## src/rtl/cla_bcd_seg_adder_if.sv

```systemverilog
// Request/result bundle for cla_bcd_seg_adder: operands and start in,
// registered sum, conversion status, BCD digits and segment codes out.
interface cla_bcd_seg_adder_if #(
    parameter int WIDTH  = 8,
    parameter int DIGITS = 3
);
    logic                  start;
    logic [WIDTH-1:0]      a;
    logic [WIDTH-1:0]      b;
    logic                  cin;
    logic [WIDTH-1:0]      sum;
    logic                  cout;
    logic                  busy;
    logic                  done;
    logic [4*DIGITS-1:0]   bcd;
    logic [8*DIGITS-1:0]   seg;

    modport master (
        output start, a, b, cin,
        input  sum, cout, busy, done, bcd, seg
    );

    modport slave (
        input  start, a, b, cin,
        output sum, cout, busy, done, bcd, seg
    );
endinterface

```

## src/rtl/cla_bcd_seg_adder.sv

```systemverilog
// Registered nibble-group carry-lookahead adder feeding a sequential
// double-dabble BCD converter and an active-low 7-segment decoder.
module cla_bcd_seg_adder #(
    parameter int WIDTH  = 8,   // multiple of 4, >= 4
    parameter int DIGITS = 3    // 10**DIGITS must exceed 2**(WIDTH+1)-1
) (
    input  logic                clk,
    input  logic                rst,
    cla_bcd_seg_adder_if.slave  bus
);
    localparam int NIB = WIDTH / 4;
    localparam int CW  = $clog2(WIDTH + 1);
    localparam logic [CW-1:0]       LAST      = CW'(WIDTH);
    localparam logic [8*DIGITS-1:0] SEG_RESET = {{(DIGITS-1){8'hff}}, 8'h03};

    typedef enum logic [1:0] {IDLE, CONV, DONE} state_t;

    state_t               state_q, state_d;
    logic                 accept, load_out;
    logic [WIDTH-1:0]     sum_c, sum_q;
    logic                 cout_c, cout_q;
    logic [WIDTH:0]       shreg_q;
    logic [4*DIGITS-1:0]  acc_q, acc_adj, bcd_q;
    logic [8*DIGITS-1:0]  seg_c, seg_q;
    logic [CW-1:0]        cnt_q;
    logic                 done_q;
    logic                 lead;
    logic                 c;
    logic [3:0]           g, p;
    logic [4:0]           cv;

    function automatic logic [7:0] seg_of(input logic [3:0] d);
        case (d)
            4'd0:    seg_of = 8'h03;
            4'd1:    seg_of = 8'h9f;
            4'd2:    seg_of = 8'h25;
            4'd3:    seg_of = 8'h0d;
            4'd4:    seg_of = 8'h99;
            4'd5:    seg_of = 8'h49;
            4'd6:    seg_of = 8'h41;
            4'd7:    seg_of = 8'h1f;
            4'd8:    seg_of = 8'h01;
            4'd9:    seg_of = 8'h09;
            default: seg_of = 8'hff;
        endcase
    endfunction

    // Lookahead inside each nibble; the group carry ripples to the next nibble.
    always_comb begin
        // NOTE: every variable gets a default first so no path leaves it unassigned (no latch).
        sum_c = '0;
        c     = bus.cin;
        g     = '0;
        p     = '0;
        cv    = '0;
        for (int n = 0; n < NIB; n++) begin
            g     = bus.a[4*n +: 4] & bus.b[4*n +: 4];
            p     = bus.a[4*n +: 4] ^ bus.b[4*n +: 4];
            cv[0] = c;
            cv[1] = g[0] | (p[0] & c);
            cv[2] = g[1] | (p[1] & g[0]) | (p[1] & p[0] & c);
            cv[3] = g[2] | (p[2] & g[1]) | (p[2] & p[1] & g[0]) | (p[2] & p[1] & p[0] & c);
            cv[4] = g[3] | (p[3] & g[2]) | (p[3] & p[2] & g[1]) | (p[3] & p[2] & p[1] & g[0])
                  | (p[3] & p[2] & p[1] & p[0] & c);
            sum_c[4*n +: 4] = p ^ cv[3:0];
            c = cv[4];
        end
        cout_c = c;
    end

    always_comb begin
        acc_adj = acc_q;
        for (int d = 0; d < DIGITS; d++)
            if (acc_q[4*d +: 4] >= 4'd5)
                acc_adj[4*d +: 4] = acc_q[4*d +: 4] + 4'd3;
    end

    // Digits above the most significant non-zero digit are blanked; digit 0 never is.
    always_comb begin
        seg_c = '0;
        lead  = 1'b1;
        for (int i = DIGITS - 1; i >= 0; i--) begin
            if (acc_q[4*i +: 4] != 4'd0)
                lead = 1'b0;
            seg_c[8*i +: 8] = (lead && i != 0) ? 8'hff : seg_of(acc_q[4*i +: 4]);
        end
    end

    always_comb begin
        state_d  = state_q;
        accept   = 1'b0;
        load_out = 1'b0;
        case (state_q)
            IDLE: if (bus.start) begin
                accept  = 1'b1;
                state_d = CONV;
            end
            CONV: if (cnt_q == LAST) state_d = DONE;
            DONE: begin
                load_out = 1'b1;
                accept   = bus.start;
                state_d  = bus.start ? CONV : IDLE;
            end
            default: state_d = IDLE;
        endcase
    end

    always_ff @(posedge clk or posedge rst) begin
        if (rst) state_q <= IDLE;
        else     state_q <= state_d;
    end

    // On a DONE edge with start, acc is cleared while bcd/seg take its old value.
    always_ff @(posedge clk or posedge rst) begin
        if (rst) begin
            sum_q   <= '0;
            cout_q  <= 1'b0;
            shreg_q <= '0;
            acc_q   <= '0;
            cnt_q   <= '0;
            done_q  <= 1'b0;
            bcd_q   <= '0;
            seg_q   <= SEG_RESET;
        end else begin
            // NOTE: non-blocking so every register samples pre-edge values of the others.
            done_q <= load_out;
            if (accept) begin
                sum_q   <= sum_c;
                cout_q  <= cout_c;
                shreg_q <= {cout_c, sum_c};
                acc_q   <= '0;
                cnt_q   <= '0;
            end else if (state_q == CONV) begin
                acc_q   <= {acc_adj[4*DIGITS-2:0], shreg_q[WIDTH]};
                shreg_q <= {shreg_q[WIDTH-1:0], 1'b0};
                cnt_q   <= cnt_q + CW'(1);
            end
            if (load_out) begin
                bcd_q <= acc_q;
                seg_q <= seg_c;
            end
        end
    end

    assign bus.sum  = sum_q;
    assign bus.cout = cout_q;
    assign bus.busy = (state_q == CONV);
    assign bus.done = done_q;
    assign bus.bcd  = bcd_q;
    assign bus.seg  = seg_q;
endmodule

```

## src/flat_wrapper.sv

```systemverilog
// flat-port wrapper written by rule: the top's interface ports become plain ports
module cla_bcd_seg_adder_flat 
#(
    parameter int WIDTH  = 8,                         
    parameter int DIGITS = 3                                            
)
  (clk, rst, bus_start, bus_a, bus_b, bus_cin, bus_sum, bus_cout, bus_busy, bus_done, bus_bcd, bus_seg);
  cla_bcd_seg_adder_if #(.WIDTH(WIDTH), .DIGITS(DIGITS)) bus_i ();
  input  logic clk;
  input  logic rst;
  input wire logic [$bits(bus_i.start)-1:0] bus_start;
  input wire logic [$bits(bus_i.a)-1:0] bus_a;
  input wire logic [$bits(bus_i.b)-1:0] bus_b;
  input wire logic [$bits(bus_i.cin)-1:0] bus_cin;
  output wire logic [$bits(bus_i.sum)-1:0] bus_sum;
  output wire logic [$bits(bus_i.cout)-1:0] bus_cout;
  output wire logic [$bits(bus_i.busy)-1:0] bus_busy;
  output wire logic [$bits(bus_i.done)-1:0] bus_done;
  output wire logic [$bits(bus_i.bcd)-1:0] bus_bcd;
  output wire logic [$bits(bus_i.seg)-1:0] bus_seg;
  assign bus_i.start = bus_start;
  assign bus_i.a = bus_a;
  assign bus_i.b = bus_b;
  assign bus_i.cin = bus_cin;
  assign bus_sum = bus_i.sum;
  assign bus_cout = bus_i.cout;
  assign bus_busy = bus_i.busy;
  assign bus_done = bus_i.done;
  assign bus_bcd = bus_i.bcd;
  assign bus_seg = bus_i.seg;
  cla_bcd_seg_adder #(.WIDTH(WIDTH), .DIGITS(DIGITS)) u_core (.clk(clk), .rst(rst), .bus(bus_i));
endmodule
```

## config.mk

```make
export PLATFORM = sky130hd
export DESIGN_NAME = cla_bcd_seg_adder_flat
export DESIGN_NICKNAME = d
export VERILOG_FILES = /design/src/rtl/cla_bcd_seg_adder_if.sv /design/src/rtl/cla_bcd_seg_adder.sv /design/src/flat_wrapper.sv
export SDC_FILE = /design/constraint.sdc
export NUM_CORES = 1
export LEC_CHECK = 0
export CORE_MARGIN = 2
export CORE_UTILIZATION = 40
export DETAILED_ROUTE_END_ITERATION = 10
export PLACE_DENSITY = 0.72
export SETUP_SLACK_MARGIN = 0.05
export SLEW_MARGIN = 20
export SYNTH_ARGS = -nofsm -noshare
export SYNTH_HDL_FRONTEND = slang
export SYNTH_SLANG_ARGS = --single-unit
```

## constraint.sdc

```tcl
create_clock -name clk -period 2.13 [get_ports clk]
set_clock_uncertainty 0.15 [all_clocks]
set_input_delay 0.426 -clock clk [delete_from_list [all_inputs] [get_ports clk]]
set_output_delay 0.426 -clock clk [all_outputs]
set_load 0.01 [all_outputs]
```

* Word-level counts from Yosys, hierarchy flattened
Memory sizes are Yosys's and may differ from the RTL's. A register that Yosys moved wholly into a read port is not among the register bits.
Cells that the tools add are included.
** Word-level totals
- Output and inout port bits :: 47
- Input bits :: 20
- Register bits after elaboration :: 73
- Logic and storage cells :: 107
- Memories :: 3
- ROM bits :: 336
** Memories
- (no name shown) :: depth 16, bits a word 7, rd ports 1, clocked after Yosys merged registers in 0, wr ports 0, line cla_bcd_seg_adder.sv:33 : case (d)
- (no name shown) :: depth 16, bits a word 7, rd ports 1, clocked after Yosys merged registers in 0, wr ports 0, line cla_bcd_seg_adder.sv:33
- (no name shown) :: depth 16, bits a word 7, rd ports 1, clocked after Yosys merged registers in 1, wr ports 0, line cla_bcd_seg_adder.sv:33
** Operators by class
- Add/subtract/negate cells :: 4
- Multiplexer cells :: 20
- Equal/unequal tests :: 5
- Reductions and logical operators :: 5
- Order comparisons :: 3
- Bitwise logic cells :: 58
** Operator list (number)
- AND 1 bit :: 32
- two-way mux 12 bit :: 2
- bitwise OR 1 bit :: 20
- two-way mux 9 bit :: 2
- two-way mux 4 bit :: 4
- two-way mux 8 bit :: 2
- XOR 4 bit :: 4
- greater-or-equal comparator 4 x 3 -> 1 bit (second input constant) :: 3
- adder 4 x 2 -> 4 bit (second input constant) :: 2
- AND 4 bit :: 2
- nonzero test 4 bit :: 2
- one-hot mux 2 bit (3 select lines) :: 1
- two-way mux 1 bit :: 5
- adder 4 x 1 -> 4 bit (second input constant) :: 1
- equality test 4 bit (second input constant) :: 1
- two-way mux 2 bit :: 2
- adder 3 x 2 -> 3 bit (second input constant) :: 1
- two-way mux 3 bit :: 1
- equality test 2 x 1 -> 1 bit (second input constant) :: 1
- equality test 2 bit (second input constant) :: 1
- logical NOT 2 bit :: 1
- != test 2 x 1 -> 1 bit (second input constant) :: 1
- != test 2 bit (second input constant) :: 1
- one-hot mux 1 bit (2 select lines) :: 1
- other kinds (2) :: 2

* Depth between registers and ports, before layout
Gate-level depths: netlist (run 1).
- Depth in word-level cells :: 10
- Gate-level depth with buffers :: 8
- Mapped depth without buffers :: 8

* Worst setup path before layout (run 1)
Ideal clock, no wire load.
- Kind :: input to register
- From :: in bus_b[0]
- To :: reg u_core.shreg_q[5]
- Library setup time :: 0.126 ns
- Required time :: 1.854 ns
- Setup slack :: -0.263 ns
- Arrival :: 2.117 ns
- Cell stages on the path :: 8
- Path buffers :: 0
- Path through :: ha_1 -> a211o_1 -> a21oi_4 -> o21bai_1 -> fa_1 -> xnor2_1 -> nor2_1 -> a221o_1
** On the way
- Longest elaborated chain between the ends :: 8
- Elaborated cells on any way between the ends :: 11
- Classes of those cells :: mux (1); bitwise (10)
** RTL lines
- start, declared :: line flat_wrapper.sv:13 : input wire logic [$bits(bus_i.b)-1:0] bus_b;
- AND 4 bit / XOR 4 bit (equally long branches) :: line cla_bcd_seg_adder.sv:57, cla_bcd_seg_adder.sv:58
- AND 1 bit (on tied branches) :: line cla_bcd_seg_adder.sv:63, cla_bcd_seg_adder.sv:64
- bitwise OR 1 bit / AND 1 bit (equally long branches) :: line cla_bcd_seg_adder.sv:63, cla_bcd_seg_adder.sv:64
- bitwise OR 1 bit (*) :: line cla_bcd_seg_adder.sv:64 : | (p[3] & p[2] & p[1] & p[0] & c);
- AND 1 bit (*) :: line cla_bcd_seg_adder.sv:60 : cv[1] = g[0] | (p[0] & c);
- bitwise OR 1 bit (*) :: line cla_bcd_seg_adder.sv:60
- XOR 4 bit (*) :: line cla_bcd_seg_adder.sv:65 : sum_c[4*n +: 4] = p ^ cv[3:0];
- two-way mux 9 bit (*) :: line cla_bcd_seg_adder.sv:127 : if (accept) begin
- end signal, assigned :: line cla_bcd_seg_adder.sv:130 : shreg_q <= {cout_c, sum_c};
- end signal, assigned :: line cla_bcd_seg_adder.sv:135 : shreg_q <= {shreg_q[WIDTH-1:0], 1'b0};
- end, declared :: line cla_bcd_seg_adder.sv:22 : logic [WIDTH:0] shreg_q;
Every way passes the cells marked *; elsewhere a longest branch is shown, timed or not.
A chain may end at the register's enable or synchronous reset.

* Worst setup path in the final report (run 1)
- From :: in bus_a[0]
- To :: reg u_core.shreg_q[5]
** On the way
- Longest elaborated chain between the ends :: 8
- Elaborated cells on any way between the ends :: 11
- Classes of those cells :: mux (1); bitwise (10)
** RTL lines
- start, declared :: line flat_wrapper.sv:12 : input wire logic [$bits(bus_i.a)-1:0] bus_a;
- AND 4 bit / XOR 4 bit (equally long branches) :: line cla_bcd_seg_adder.sv:57, cla_bcd_seg_adder.sv:58
- AND 1 bit (on tied branches) :: line cla_bcd_seg_adder.sv:63, cla_bcd_seg_adder.sv:64
- bitwise OR 1 bit / AND 1 bit (equally long branches) :: line cla_bcd_seg_adder.sv:63, cla_bcd_seg_adder.sv:64
- bitwise OR 1 bit (*) :: line cla_bcd_seg_adder.sv:64
- AND 1 bit (*) :: line cla_bcd_seg_adder.sv:60
- bitwise OR 1 bit (*) :: line cla_bcd_seg_adder.sv:60
- XOR 4 bit (*) :: line cla_bcd_seg_adder.sv:65
- two-way mux 9 bit (*) :: line cla_bcd_seg_adder.sv:127
Marked as above.

==> flow_summary_export.csv, run 1 <==
group,metric,value,unit
global_routing,grt_pass1_wl,13.4,mm
setup_path,worstReg2RegEnd,"u_core.acc_q[11]$_DFFE_PP0P_",
clock_network,cts.root.buffer_cell,"sky130_fd_sc_hd__clkbuf_8",
setup_path,path_max_fanout,2,
power_and_ir_drop,p_leak,0.00222,uW
run_status,outcome,"finished clean",
logic_synthesis,synth_edf_count,0,
detailed_routing,antenna_violating_nets_remaining,0,
global_routing,total_routing_usage_reported_by_global_routing,16.5,%
floorplanning,initial_utilization,40.9,%
setup_path,critical_path.endpoint_type,"flip-flop",
clock_network,clk_pin_slew_worst_paths,0.07,ns
floorplanning,boundaryPins,67,
power_and_ir_drop,irDropWorstVdd,0.000413,V
global_routing,grt_util_met3,3.81,%
placement,place_inst,573,
finish,design.final.nets,526,
clock_network,htreeDepth,3,
run,maxCapViolations,0,
sta,max_freq,472,MHz
power_and_ir_drop,power.switching_fraction,38.0,%
logic_synthesis,ys_seq_elements,70,
power_and_ir_drop,internal_power,4440,uW
power_and_ir_drop,design_power_total,7150,uW
global_routing,grt_use_met1,22.3,%
sta,finalMaxSlewViolations,0,
logic_synthesis,synth_area,0.00374,sq mm
logic_synthesis,yosysWarningCount,0,
detailed_routing,detail_route.vias_per_cell,5.15,
sta,period_minus_slack,2.12,ns
setup_path,worst_path_required_time,2.21,ns
placement,placer_congestion,0.838,
clock_network,cts_buffers,9,
setup_path,rr_startpoint,"u_core.acc_q[8]$_DFFE_PP0P_",
detailed_routing,number_of_drc_violations_after_detailed_routing_iteration_0,109,
finish,final-instance-count-excl-fill,594,
power_and_ir_drop,pwr_density_cell,1460,mW/mm^2
detailed_routing,drt_drc_violations_left,0,
floorplanning,die_height,101,microns
hold_path,worst_hold_path.endpoint,"u_core.bus.bcd[3]$_DFFE_PP0P_",
logic_synthesis,post_synth_arst_share,100,%
global_routing,global_route.peak_usage_layer,"met2",
finish,drive_gt1_share,17.6,%
clock_network,clock_insertion_delay_worst_skew,0.34,ns
finish,fillerInstances,831,
setup_path,worst-setup-path-type,"input pin to flip-flop",
detailed_routing,post_drt_wl_per_cell,13.5,microns
sta,grt_setup_unrepaired,"true",
clock_network,tritoncts,"yes",
placement,numPortBuffers,63,
logic_synthesis,synth.distinct_cells,55,
setup_path,depth_of_the_most_critical_reg_to_reg_path,7,
clock_network,clock-sinks,70,
finish,area_growth,30.9,%
floorplanning,fp-row-count,35,
hold_path,min_delay_path_depth,2,
clock_network,cts_buffer_depth,2,
detailed_routing,detail_route.first_pass.iterations,4,
setup_path,startpoint_kind_of_the_worst_setup_timing_path,"input pin",
placement,dpl.hpwl,5.60,mm
power_and_ir_drop,p_seq_share,36.2,%
floorplanning,die_x,101,microns
logic_synthesis,synth_top_flop_cell,"sky130_fd_sc_hd__dfrtp_1",
setup_path,rrSetupSlack,0.24,ns
global_routing,grt_start_max_net_pins,71,
sta,post-route-period-util,99.5,%
logic_synthesis,syn-mean-instance-area,9.44,sq um
finish,diodes,0,
hold_path,holdCritStartpoint,"u_core.bus.bcd[3]$_DFFE_PP0P_",
detailed_routing,routed-via-count,3059,
global_routing,met2_usage,25.4,%
global_routing,grt_pass1_vias,2927,
global_routing,antenna_found_initial,0,
hold_path,hold_crit_path_type,"flip-flop to flip-flop",
setup_path,crit_arrival,2.20,ns
power_and_ir_drop,comb_power_share,48.8,%
sta,finalSetupViolations,0,
sta,count_of_final_hold_check_violations,0,
power_and_ir_drop,share_clk_of_total_power,15.0,%
floorplanning,floorplan.die_area,0.0101,sq mm
global_routing,global_route.overflow_total,0,
detailed_routing,detail_route.wirelength,8.00,mm
logic_synthesis,yosysSeqAreaShare,47.3,%
floorplanning,core-area,0.00915,sq mm
power_and_ir_drop,switchingPower,2710,uW
logic_synthesis,netlist_instances,396,
## layout make-up
type	count	area [sq um]	share of cell area [%]
multi-input combinational	283	1840	37.6
sequential	70	1770	36.2
timing repair buffer	93	860	17.6
clock buffer	13	159	3.25
tap	111	139	2.84
inverter	21	82.6	1.69
clock inverter	3	42.5	0.869
## metrics by stage
stage | area (sq um) | TNS (ns) | utilization [%] | setup WS [ns] | hold WS [ns]
floorplan | 3770 | -0.444 | - | -0.247 | 0.307
global placement | 4620 | -4.45 | 50.4 | -0.753 | 0.302
detailed placement | 4620 | -4.70 | 50.4 | -0.775 | 0.314
CTS | 4840 | 0 | 52.9 | 0.0421 | 0.330
global route | 4890 | -0.0210 | 53.5 | -0.0210 | 0.348
finish | 4890 | 0 | 53.5 | 0.0102 | 0.327
## power groups by stage
| stage | Clock [uW] | Sequential, uW | Combinational [uW] |
|---|---|---|---|
| after floorplan | 0 | 2630 | 2000 |
| after global placement | 0 | 2590 | 3360 |
| after detailed placement | 0 | 2610 | 3480 |
| after CTS | 1100 | 2590 | 3500 |
| after global routing | 1160 | 2700 | 3910 |
| final | 1070 | 2590 | 3490 |
## cell usage after synthesis, drive strengths merged (2+ instances only)
library cell / number / area share [%]
a211o: 2 / 0.50
a211oi: 5 / 1.1
a21o: 3 / 0.64
a21oi: 18 / 2.8
a221oi: 2 / 0.47
a22o: 7 / 1.6
a22oi: 3 / 0.60
a31oi: 6 / 1.0
buf: 17 / 2.5
clkbuf: 7 / 0.70
dfrtp: 55 / 37
dfstp: 15 / 11
fa: 2 / 1.1
ha: 26 / 8.7
inv: 21 / 2.1
mux2: 2 / 0.60
mux2i: 6 / 1.6
nand2: 69 / 7.0
nand2b: 7 / 1.2
nand3: 7 / 0.94
nor2: 25 / 2.8
nor2b: 4 / 0.67
nor3: 5 / 0.67
o21a: 3 / 0.64
o21ai: 48 / 6.4
o21bai: 3 / 0.60
o22ai: 2 / 0.33
o31ai: 4 / 0.80
or3: 3 / 0.50
xnor2: 6 / 1.4
## critical path, cell delays in order
cell and delay (ns):
sky130_fd_sc_hd__buf_8 0.10, sky130_fd_sc_hd__ha_4 0.23, sky130_fd_sc_hd__a211o_1 0.31, sky130_fd_sc_hd__a21oi_4 0.18, sky130_fd_sc_hd__o21bai_1 0.12, sky130_fd_sc_hd__fa_2 0.38, sky130_fd_sc_hd__xnor2_2 0.13, sky130_fd_sc_hd__nor2_1 0.07
sky130_fd_sc_hd__a221o_1 0.25
## layer usage
metal  routed length [microns]  share of wire (%)  up-vias
met2                      3640                 45      104
met5                         0                  0        -
met3                       459                5.7       12
met1                      3770                 47     1420
met4                       136                1.7        0
li1                          -                  -     1523
## registers in the layout, indices dropped and copies added (netlist names)
| signal | count |
|---|---|
| u_core.cnt_q | 4 |
| u_core.bus.bcd | 12 |
| u_core.acc_q | 12 |
| u_core.state_q | 2 |
| u_core.bus.seg | 21 |
| u_core.bus.done | 1 |
| u_core.bus.cout | 1 |
| u_core.bus.sum | 8 |
| u_core.shreg_q | 9 |
## kinds of logic (layout without fill, tap and decap cells)
| kind of cell | after synthesis | after routing | share of synthesized area [%] |
|---|---|---|---|
| XOR/XNOR | 7 | 7 | 1.64 |
| buffers and inverters | 45 | 130 | 5.29 |
| multiplexers | 8 | 8 | 2.21 |
| AND/OR/NAND/NOR | 125 | 125 | 14.6 |
| flip-flops | 70 | 70 | 47.3 |
| other | 1 | 3 | 0.100 |
| adder cells (fa/ha/maj) | 28 | 28 | 9.77 |
| AO/OA/AOI/OAI | 112 | 112 | 19.1 |
## timing repair
item                       4_1_cts  5_1_grt
resized for setup               19       11
pin swaps                        7        8
setup buffers                    1        4
hold buffers                     0        0
setup endpoints to repair        9        4
## worst max-delay path by stage
stage / startpoint / endpoint / slack [ns] / depth (start not counted)
global route: bus_a[0] / u_core.shreg_q[5]$_DFFE_PP0P_ / -0.02 / 9
finish: bus_a[0] / u_core.shreg_q[5]$_DFFE_PP0P_ / 0.01 / 9
global placement: bus_b[0] / u_core.shreg_q[5]$_DFFE_PP0P_ / -0.75 / 9
floorplan: bus_b[0] / u_core.shreg_q[5]$_DFFE_PP0P_ / -0.25 / 8
detailed placement: bus_b[0] / u_core.shreg_q[5]$_DFFE_PP0P_ / -0.78 / 9
CTS: bus_a[1] / u_core.shreg_q[5]$_DFFE_PP0P_ / 0.04 / 9
## cell usage in the layout (no fill, tap or decap), types with 3 or more instances in the layout
cell type	count
sky130_fd_sc_hd__a211oi_1	4
sky130_fd_sc_hd__a21oi_1	16
sky130_fd_sc_hd__a22o_1	7
sky130_fd_sc_hd__a22oi_1	3
sky130_fd_sc_hd__a31oi_1	6
sky130_fd_sc_hd__buf_4	29
sky130_fd_sc_hd__clkbuf_8	11
sky130_fd_sc_hd__clkdlybuf4s50_1	55
sky130_fd_sc_hd__conb_1	3
sky130_fd_sc_hd__dfrtp_1	54
sky130_fd_sc_hd__dfstp_2	15
sky130_fd_sc_hd__dlygate4sd2_1	4
sky130_fd_sc_hd__ha_1	23
sky130_fd_sc_hd__ha_4	3
sky130_fd_sc_hd__inv_1	17
sky130_fd_sc_hd__inv_2	3
sky130_fd_sc_hd__mux2i_1	6
sky130_fd_sc_hd__nand2_1	68
sky130_fd_sc_hd__nand2b_1	7
sky130_fd_sc_hd__nand3_1	7
sky130_fd_sc_hd__nor2_1	23
sky130_fd_sc_hd__nor2b_1	4
sky130_fd_sc_hd__nor3_1	5
sky130_fd_sc_hd__o21ai_0	38
sky130_fd_sc_hd__o21ai_1	10
sky130_fd_sc_hd__o21bai_1	3
sky130_fd_sc_hd__o31ai_1	4
sky130_fd_sc_hd__or3_1	3
sky130_fd_sc_hd__xnor2_1	5
No activity file was read; power rests on OpenSTA's default activity.
==> inputs of run 2 (changes only) <==
--- a/config.mk
+++ b/config.mk
@@ -6,10 +6,9 @@
 export NUM_CORES = 1
 export LEC_CHECK = 0
 export CORE_MARGIN = 2
-export CORE_UTILIZATION = 40
+export CORE_UTILIZATION = 35
 export DETAILED_ROUTE_END_ITERATION = 10
-export PLACE_DENSITY = 0.72
-export SETUP_SLACK_MARGIN = 0.05
+export PLACE_DENSITY = 0.65
 export SLEW_MARGIN = 20
 export SYNTH_ARGS = -nofsm -noshare
 export SYNTH_HDL_FRONTEND = slang
==> run 2 against run 1 <==
Compared with the run above:
- the flow now finishes with violations (negative setup slack)
- clock-buffer cell count is the same
- global-route usage is 2.1 points lower
- via count fell by 0.36%
- clock power hardly changed
- register-to-register slack about the same
- critical endpoint unchanged
- first-iteration DRC count up 0.92%
- hold slack lost 0.015 ns
- sequential share of layout area decreased by 0.69 points
- fmax decreased by 0.86%
- critical path depth unchanged
==> flow_summary_export.csv, run 2 (synthesis results as in run 1) <==
group,metric,value,unit
detailed_routing,detail_route.vias_per_cell,4.89,
finish,seqCellArea,0.00177,sq mm
clock_network,clock-sinks,70,
finish,mostFrequentLayoutCell,"sky130_fd_sc_hd__nand2_1",
sta,transition_at_the_pin_with_the_smallest_max_transition_slack,0.510,ns
setup_path,critical_path.endpoint_type,"flip-flop",
global_routing,antenna_found_initial,0,
detailed_routing,drt_drc_violations_left,0,
placement,numPortBuffers,63,
sta,finalSetupViolations,1,
setup_path,crit_path_top_delay_cell,"sky130_fd_sc_hd__fa_2",
clock_network,cts.root.buffer_cell,"sky130_fd_sc_hd__clkbuf_8",
setup_path,rr_startpoint,"u_core.acc_q[8]$_DFFE_PP0P_",
detailed_routing,antenna_violating_nets_remaining,0,
finish,multi_input_gate_area_in_the_final_layout,0.00184,sq mm
global_routing,global_route.overflow_total,0,
sta,grt_setup_unrepaired,"true",
clock_network,htreeDepth,3,
setup_path,cpPeakStageDelay,0.39,ns
floorplanning,core-area,0.0104,sq mm
sta,max_freq,468,MHz
placement,dpl.hpwl,5.78,mm
finish,design.final.nets,530,
sta,period_minus_slack,2.14,ns
floorplanning,fp-row-count,37,
detailed_routing,detail_route.first_pass.iterations,4,
detailed_routing,post_drt_wl_per_cell,12.7,microns
run_status,outcome,"complete, but fails checks",
detailed_routing,routed-via-count,3048,
setup_path,worstReg2RegEnd,"u_core.acc_q[11]$_DFFE_PP0P_",
setup_path,path_max_fanout,2,
global_routing,grt_start_max_net_pins,48,
detailed_routing,number_of_drc_violations_after_detailed_routing_iteration_0,110,
run,maxCapViolations,0,
placement,dpl_cell_area,0.00468,sq mm
floorplanning,floorplan.die_area,0.0115,sq mm
power_and_ir_drop,pwr_density_cell,1430,mW/mm^2
placement,placer_congestion,0.833,
finish,fillerInstances,992,
finish,final_area,0.00499,sq mm
global_routing,grt_pass1_wl,13.2,mm
finish,diodes,0,
setup_path,depth_of_the_most_critical_reg_to_reg_path,7,
hold_path,hold_crit_path_type,"input pin to asynchronous set/reset pin",
clock_network,clk_pin_slew_worst_paths,0.07,ns
floorplanning,initial_utilization,36.1,%
power_and_ir_drop,p_leak,0.00225,uW
clock_network,cts_buffer_depth,2,
clock_network,cts.hold.buffers_added,0,
clock_network,cts_buffers,9,
placement,worst_setup_slack_before_clock_tree_synthesis,-0.881,ns
finish,largest_reg_flops,21,
sta,setup-tns-final,-0.00827,ns
floorplanning,boundaryPins,67,
setup_path,rrSetupSlack,0.24,ns
sta,post-route-period-util,100,%
setup_path,worst_path_required_time,2.20,ns
clock_network,clock_insertion_delay_worst_skew,0.35,ns
setup_path,path_delay_family,"compound AO/OA/AOI/OAI gates",
sta,timing.max_slew.rel_slack,66.0,%
placement,place_inst,599,
global_routing,grt_pass1_vias,2732,
clock_network,tritoncts,"yes",
floorplanning,die_height,107,microns
detailed_routing,detail_route.wirelength,7.91,mm
run_status,violations_in_the_final_reports,"negative setup slack",
setup_path,startpoint_kind_of_the_worst_setup_timing_path,"input pin",
sta,postLayoutSetupSlackWorst,-0.00827,ns
floorplanning,die_x,107,microns
setup_path,worst-setup-path-type,"input pin to flip-flop",
finish,drive_gt1_share,18.3,%
power_and_ir_drop,irDropWorstVdd,0.000560,V
setup_path,timing.critical_path.buf_inv,1,
finish,area_growth,33.3,%
setup_path,crit_arrival,2.21,ns
sta,count_of_final_hold_check_violations,0,
global_routing,total_routing_usage_reported_by_global_routing,14.4,%
setup_path,ordered_list_of_cells_on_the_worst_path,"buf_8 -> ha_4 -> a211o_1 -> a21oi_4 -> o21bai_1 -> fa_2 -> xnor2_2 -> nor2_2 -> a221o_1",
finish,final-instance-count-excl-fill,623,
finish,most-common-layout-cells,"sky130_fd_sc_hd__nand2_1, sky130_fd_sc_hd__clkdlybuf4s50_1, sky130_fd_sc_hd__dfrtp_1, sky130_fd_sc_hd__o21ai_0, sky130_fd_sc_hd__buf_4",
sta,finalMaxSlewViolations,0,
==> run 2: how the worst max path moves through the flow <==
| stage | startpoint | to | slack (ns) | depth (start not counted) |
|---|---|---|---|---|
| floorplan | bus_b[0] | u_core.shreg_q[5]$_DFFE_PP0P_ | -0.25 | 8 |
| global placement | bus_b[0] | u_core.shreg_q[5]$_DFFE_PP0P_ | -0.77 | 9 |
| detailed placement | bus_b[0] | u_core.shreg_q[5]$_DFFE_PP0P_ | -0.88 | 9 |
| CTS | bus_a[1] | u_core.shreg_q[5]$_DFFE_PP0P_ | 0.006 | 9 |
| global route | bus_a[0] | u_core.shreg_q[5]$_DFFE_PP0P_ | -0.05 | 9 |
| finish | bus_a[0] | u_core.shreg_q[5]$_DFFE_PP0P_ | -0.008 | 9 |
==> run 2: per-stage QoR <==
stage	total power, uW	hold slack (ns)	util, %
2_1_floorplan	4630	0.307	-
3_3_place_gp	5990	0.305	45.1
3_5_place_dp	6080	0.313	45.1
4_1_cts	7220	0.320	47.7
5_1_grt	7760	0.331	48.1
6_report	7150	0.312	48.1
==> run 2: worst reg2reg max path, cell delays in order (launching register included) <==
cell and delay, ns:
sky130_fd_sc_hd__dfrtp_1 0.43, sky130_fd_sc_hd__inv_1 0.16, sky130_fd_sc_hd__ha_1 0.32, sky130_fd_sc_hd__ha_1 0.28, sky130_fd_sc_hd__inv_1 0.07, sky130_fd_sc_hd__a21oi_1 0.05
sky130_fd_sc_hd__a21boi_0 0.13, sky130_fd_sc_hd__a22o_1 0.18
==> run 2: final cells by class <==
cell class                      instances  area share [%]
Clock buffer                           13            3.19
Timing Repair Buffer                   97            18.4
Tap cell                              136            3.41
Sequential cell                        70            35.5
Inverter                               21            1.66
Multi-Input combinational cell        283            37.0
Clock inverter                          3           0.853
==> run 2: power by group <==
| group | total [uW] | switching (uW) | leakage [uW] | internal, uW |
|---|---|---|---|---|
| registers | 2570 | 511 | 0.000837 | 2060 |
| logic | 3500 | 1700 | 0.00132 | 1800 |
| clock network | 1090 | 485 | 0.0000996 | 604 |
==> run 2: metal layers <==
| metal | share of wire [%] | GRT usage, % | up-vias |
|---|---|---|---|
| met5 | 0 | 0 | - |
| met4 | 1.4 | 6.04 | 0 |
| met3 | 5.5 | 3.39 | 9 |
| met2 | 44 | 21.2 | 78 |
| met1 | 49 | 20.3 | 1436 |
| li1 | - | - | 1525 |
==> run 2: what timing repair did <==
item,in CTS,in global routing
pin swaps,8,8
gates cloned,0,0
endpoints found under the hold margin,0,0
endpoints found under the setup margin,6,4
resized for setup,21,9
buffers inserted,5,3
==> inputs of run 3 (changes only) <==
--- a/config.mk
+++ b/config.mk
@@ -5,7 +5,6 @@
 export SDC_FILE = /design/constraint.sdc
 export NUM_CORES = 1
 export LEC_CHECK = 0
-export CORE_MARGIN = 2
 export CORE_UTILIZATION = 35
 export DETAILED_ROUTE_END_ITERATION = 10
 export PLACE_DENSITY = 0.65
==> run 3 against run 2 <==
Compared with the run above:
- the flow still finishes with violations (negative setup slack)
- sequential power about the same
- clock-buffer cell count fell by 1
- setup slack lost 0.017 ns
- die area fell by 3.7%
- routed wire length is 0.18% higher
- global-route usage is 1.1 points higher
- via count down 0.46%
- register-to-register slack is essentially flat
- combinational power about the same
- critical path type unchanged
- largest power group unchanged
- highest routed layer unchanged
==> flow_summary_export.csv, run 3 (synthesis results as in run 1) <==
group,metric,value,unit
run_status,outcome,"complete, but fails checks",
run_status,violations_in_the_final_reports,"negative setup slack",
setup_path,critical_path.endpoint_type,"flip-flop",
setup_path,worst-setup-path-type,"input pin to flip-flop",
detailed_routing,detail_route.vias_per_cell,4.91,
run,maxCapViolations,0,
clock_network,cts_buffer_depth,2,
clock_network,clk_pin_slew_worst_paths,0.08,ns
finish,drive_gt1_share,17.6,%
placement,placer_congestion,0.824,
detailed_routing,antenna_violating_nets_remaining,0,
global_routing,grt_pass1_vias,2945,
floorplanning,fp-row-count,37,
detailed_routing,number_of_drc_violations_after_detailed_routing_iteration_0,91,
setup_path,crit_arrival,2.22,ns
sta,worst_hold_slack,0.278,ns
sta,max_freq,464,MHz
floorplanning,floorplan.die_area,0.0111,sq mm
detailed_routing,routed-via-count,3034,
detailed_routing,detail_route.first_pass.iterations,4,
clock_network,htreeDepth,3,
finish,diodes,0,
hold_path,hold_crit_path_type,"input pin to asynchronous set/reset pin",
setup_path,worst_path_required_time,2.20,ns
clock_network,cts.root.buffer_cell,"sky130_fd_sc_hd__clkbuf_8",
sta,period_minus_slack,2.16,ns
detailed_routing,detail_route.wirelength,7.93,mm
clock_network,clock-sinks,70,
sta,setup-tns-final,-0.0257,ns
finish,largest_reg_flops,21,
global_routing,total_routing_usage_reported_by_global_routing,15.5,%
detailed_routing,post_drt_wl_per_cell,12.8,microns
finish,design.final.nets,525,
sta,postLayoutSetupSlackWorst,-0.0257,ns
global_routing,grt_pass1_wl,13.8,mm
sta,timing.max_slew.rel_slack,66.1,%
floorplanning,die_height,105,microns
floorplanning,initial_utilization,36.2,%
detailed_routing,drt_drc_violations_left,0,
power_and_ir_drop,irDropWorstVdd,0.000566,V
sta,transition_at_the_pin_with_the_smallest_max_transition_slack,0.508,ns
floorplanning,core-area,0.0103,sq mm
clock_network,cts_buffers,9,
sta,finalMaxSlewViolations,0,
power_and_ir_drop,pwr_density_cell,1450,mW/mm^2
setup_path,depth_of_the_most_critical_reg_to_reg_path,7,
sta,count_of_final_hold_check_violations,0,
global_routing,grt_start_max_net_pins,37,
power_and_ir_drop,p_leak,0.00222,uW
clock_network,cts.hold.buffers_added,0,
setup_path,startpoint_kind_of_the_worst_setup_timing_path,"input pin",
clock_network,clock_insertion_delay_worst_skew,0.34,ns
finish,area_growth,31.6,%
finish,final_core_utilization,47.7,%
global_routing,global_route.overflow_total,0,
global_routing,antenna_found_initial,0,
finish,most-common-layout-cells,"sky130_fd_sc_hd__nand2_1, sky130_fd_sc_hd__clkdlybuf4s50_1, sky130_fd_sc_hd__dfrtp_1, sky130_fd_sc_hd__o21ai_0, sky130_fd_sc_hd__buf_4",
floorplanning,die_x,105,microns
placement,numPortBuffers,63,
sta,finalSetupViolations,1,
setup_path,path_max_fanout,2,
floorplanning,boundaryPins,67,
placement,dpl.hpwl,5.82,mm
sta,grt_setup_unrepaired,"true",
finish,mostFrequentLayoutCell,"sky130_fd_sc_hd__nand2_1",
sta,post-route-period-util,101,%
clock_network,tritoncts,"yes",
## run 3: metrics by stage
| step | worst slack, ns | instance area [sq um] | instances | total power [uW] |
|---|---|---|---|---|
| CTS | 0.0253 | 4900 | 618 | 7220 |
| global placement | -0.755 | 4670 | 601 | 6000 |
| floorplan | -0.247 | 3770 | 398 | 4630 |
| detailed placement | -0.798 | 4670 | 601 | 6110 |
| finish | -0.0257 | 4920 | 618 | 7150 |
| global route | -0.0682 | 4920 | 618 | 7800 |
## run 3: metal layers
| layer | track usage (%) | routed length (microns) | share of wire, % |
|---|---|---|---|
| met5 | 0 | 0 | 0 |
| met4 | 7.04 | 150 | 1.9 |
| met3 | 3.96 | 436 | 5.5 |
| met2 | 24.2 | 3510 | 44 |
| met1 | 20.0 | 3820 | 48 |
## run 3: layout make-up
cell class / count / area, sq um
Clock inverter: 4 / 45.0
Tap cell: 136 / 170
Clock buffer: 12 / 155
Sequential cell: 70 / 1770
Timing Repair Buffer: 92 / 858
Multi-Input combinational cell: 283 / 1840
Fill cell: 1010 / 5400
Inverter: 21 / 82.6
## run 3: repair_timing
action	4_1_cts	5_1_grt
pin swaps	8	7
gates resized for setup	19	9
setup buffers	1	0
setup endpoints to repair	6	1
## run 3: worst paths after layout
check                                                    from                             end  slack, ns
worst max-delay path                                 bus_a[0]   u_core.shreg_q[5]$_DFFE_PP0P_      -0.03
worst min-delay path                                      rst   u_core.bus.seg[3]$_DFFE_PP0P_       0.28
worst max register to register    u_core.acc_q[8]$_DFFE_PP0P_    u_core.acc_q[11]$_DFFE_PP0P_       0.24
worst min register to register  u_core.bus.bcd[7]$_DFFE_PP0P_   u_core.bus.bcd[7]$_DFFE_PP0P_       0.32
max in group asynchronous                                 rst  u_core.bus.seg[19]$_DFFE_PP1P_       0.98
min in group clk                u_core.bus.bcd[7]$_DFFE_PP0P_   u_core.bus.bcd[7]$_DFFE_PP0P_       0.32
## run 3: worst max-delay path, cell delays in order
cell and delay [ns]:
sky130_fd_sc_hd__buf_8 0.10, sky130_fd_sc_hd__ha_4 0.23, sky130_fd_sc_hd__a211o_1 0.34, sky130_fd_sc_hd__a21oi_4 0.18
sky130_fd_sc_hd__o21bai_2 0.10, sky130_fd_sc_hd__fa_2 0.38, sky130_fd_sc_hd__xnor2_2 0.15, sky130_fd_sc_hd__nor2_2 0.06
sky130_fd_sc_hd__a221o_1 0.25
## run 3: where the power goes
| part | total [uW] | leakage, uW | switching, uW | internal (uW) |
|---|---|---|---|---|
| Sequential | 2560 | 0.000837 | 505 | 2060 |
| Clock | 1070 | 0.000106 | 474 | 600 |
| Combinational | 3510 | 0.00128 | 1720 | 1790 |
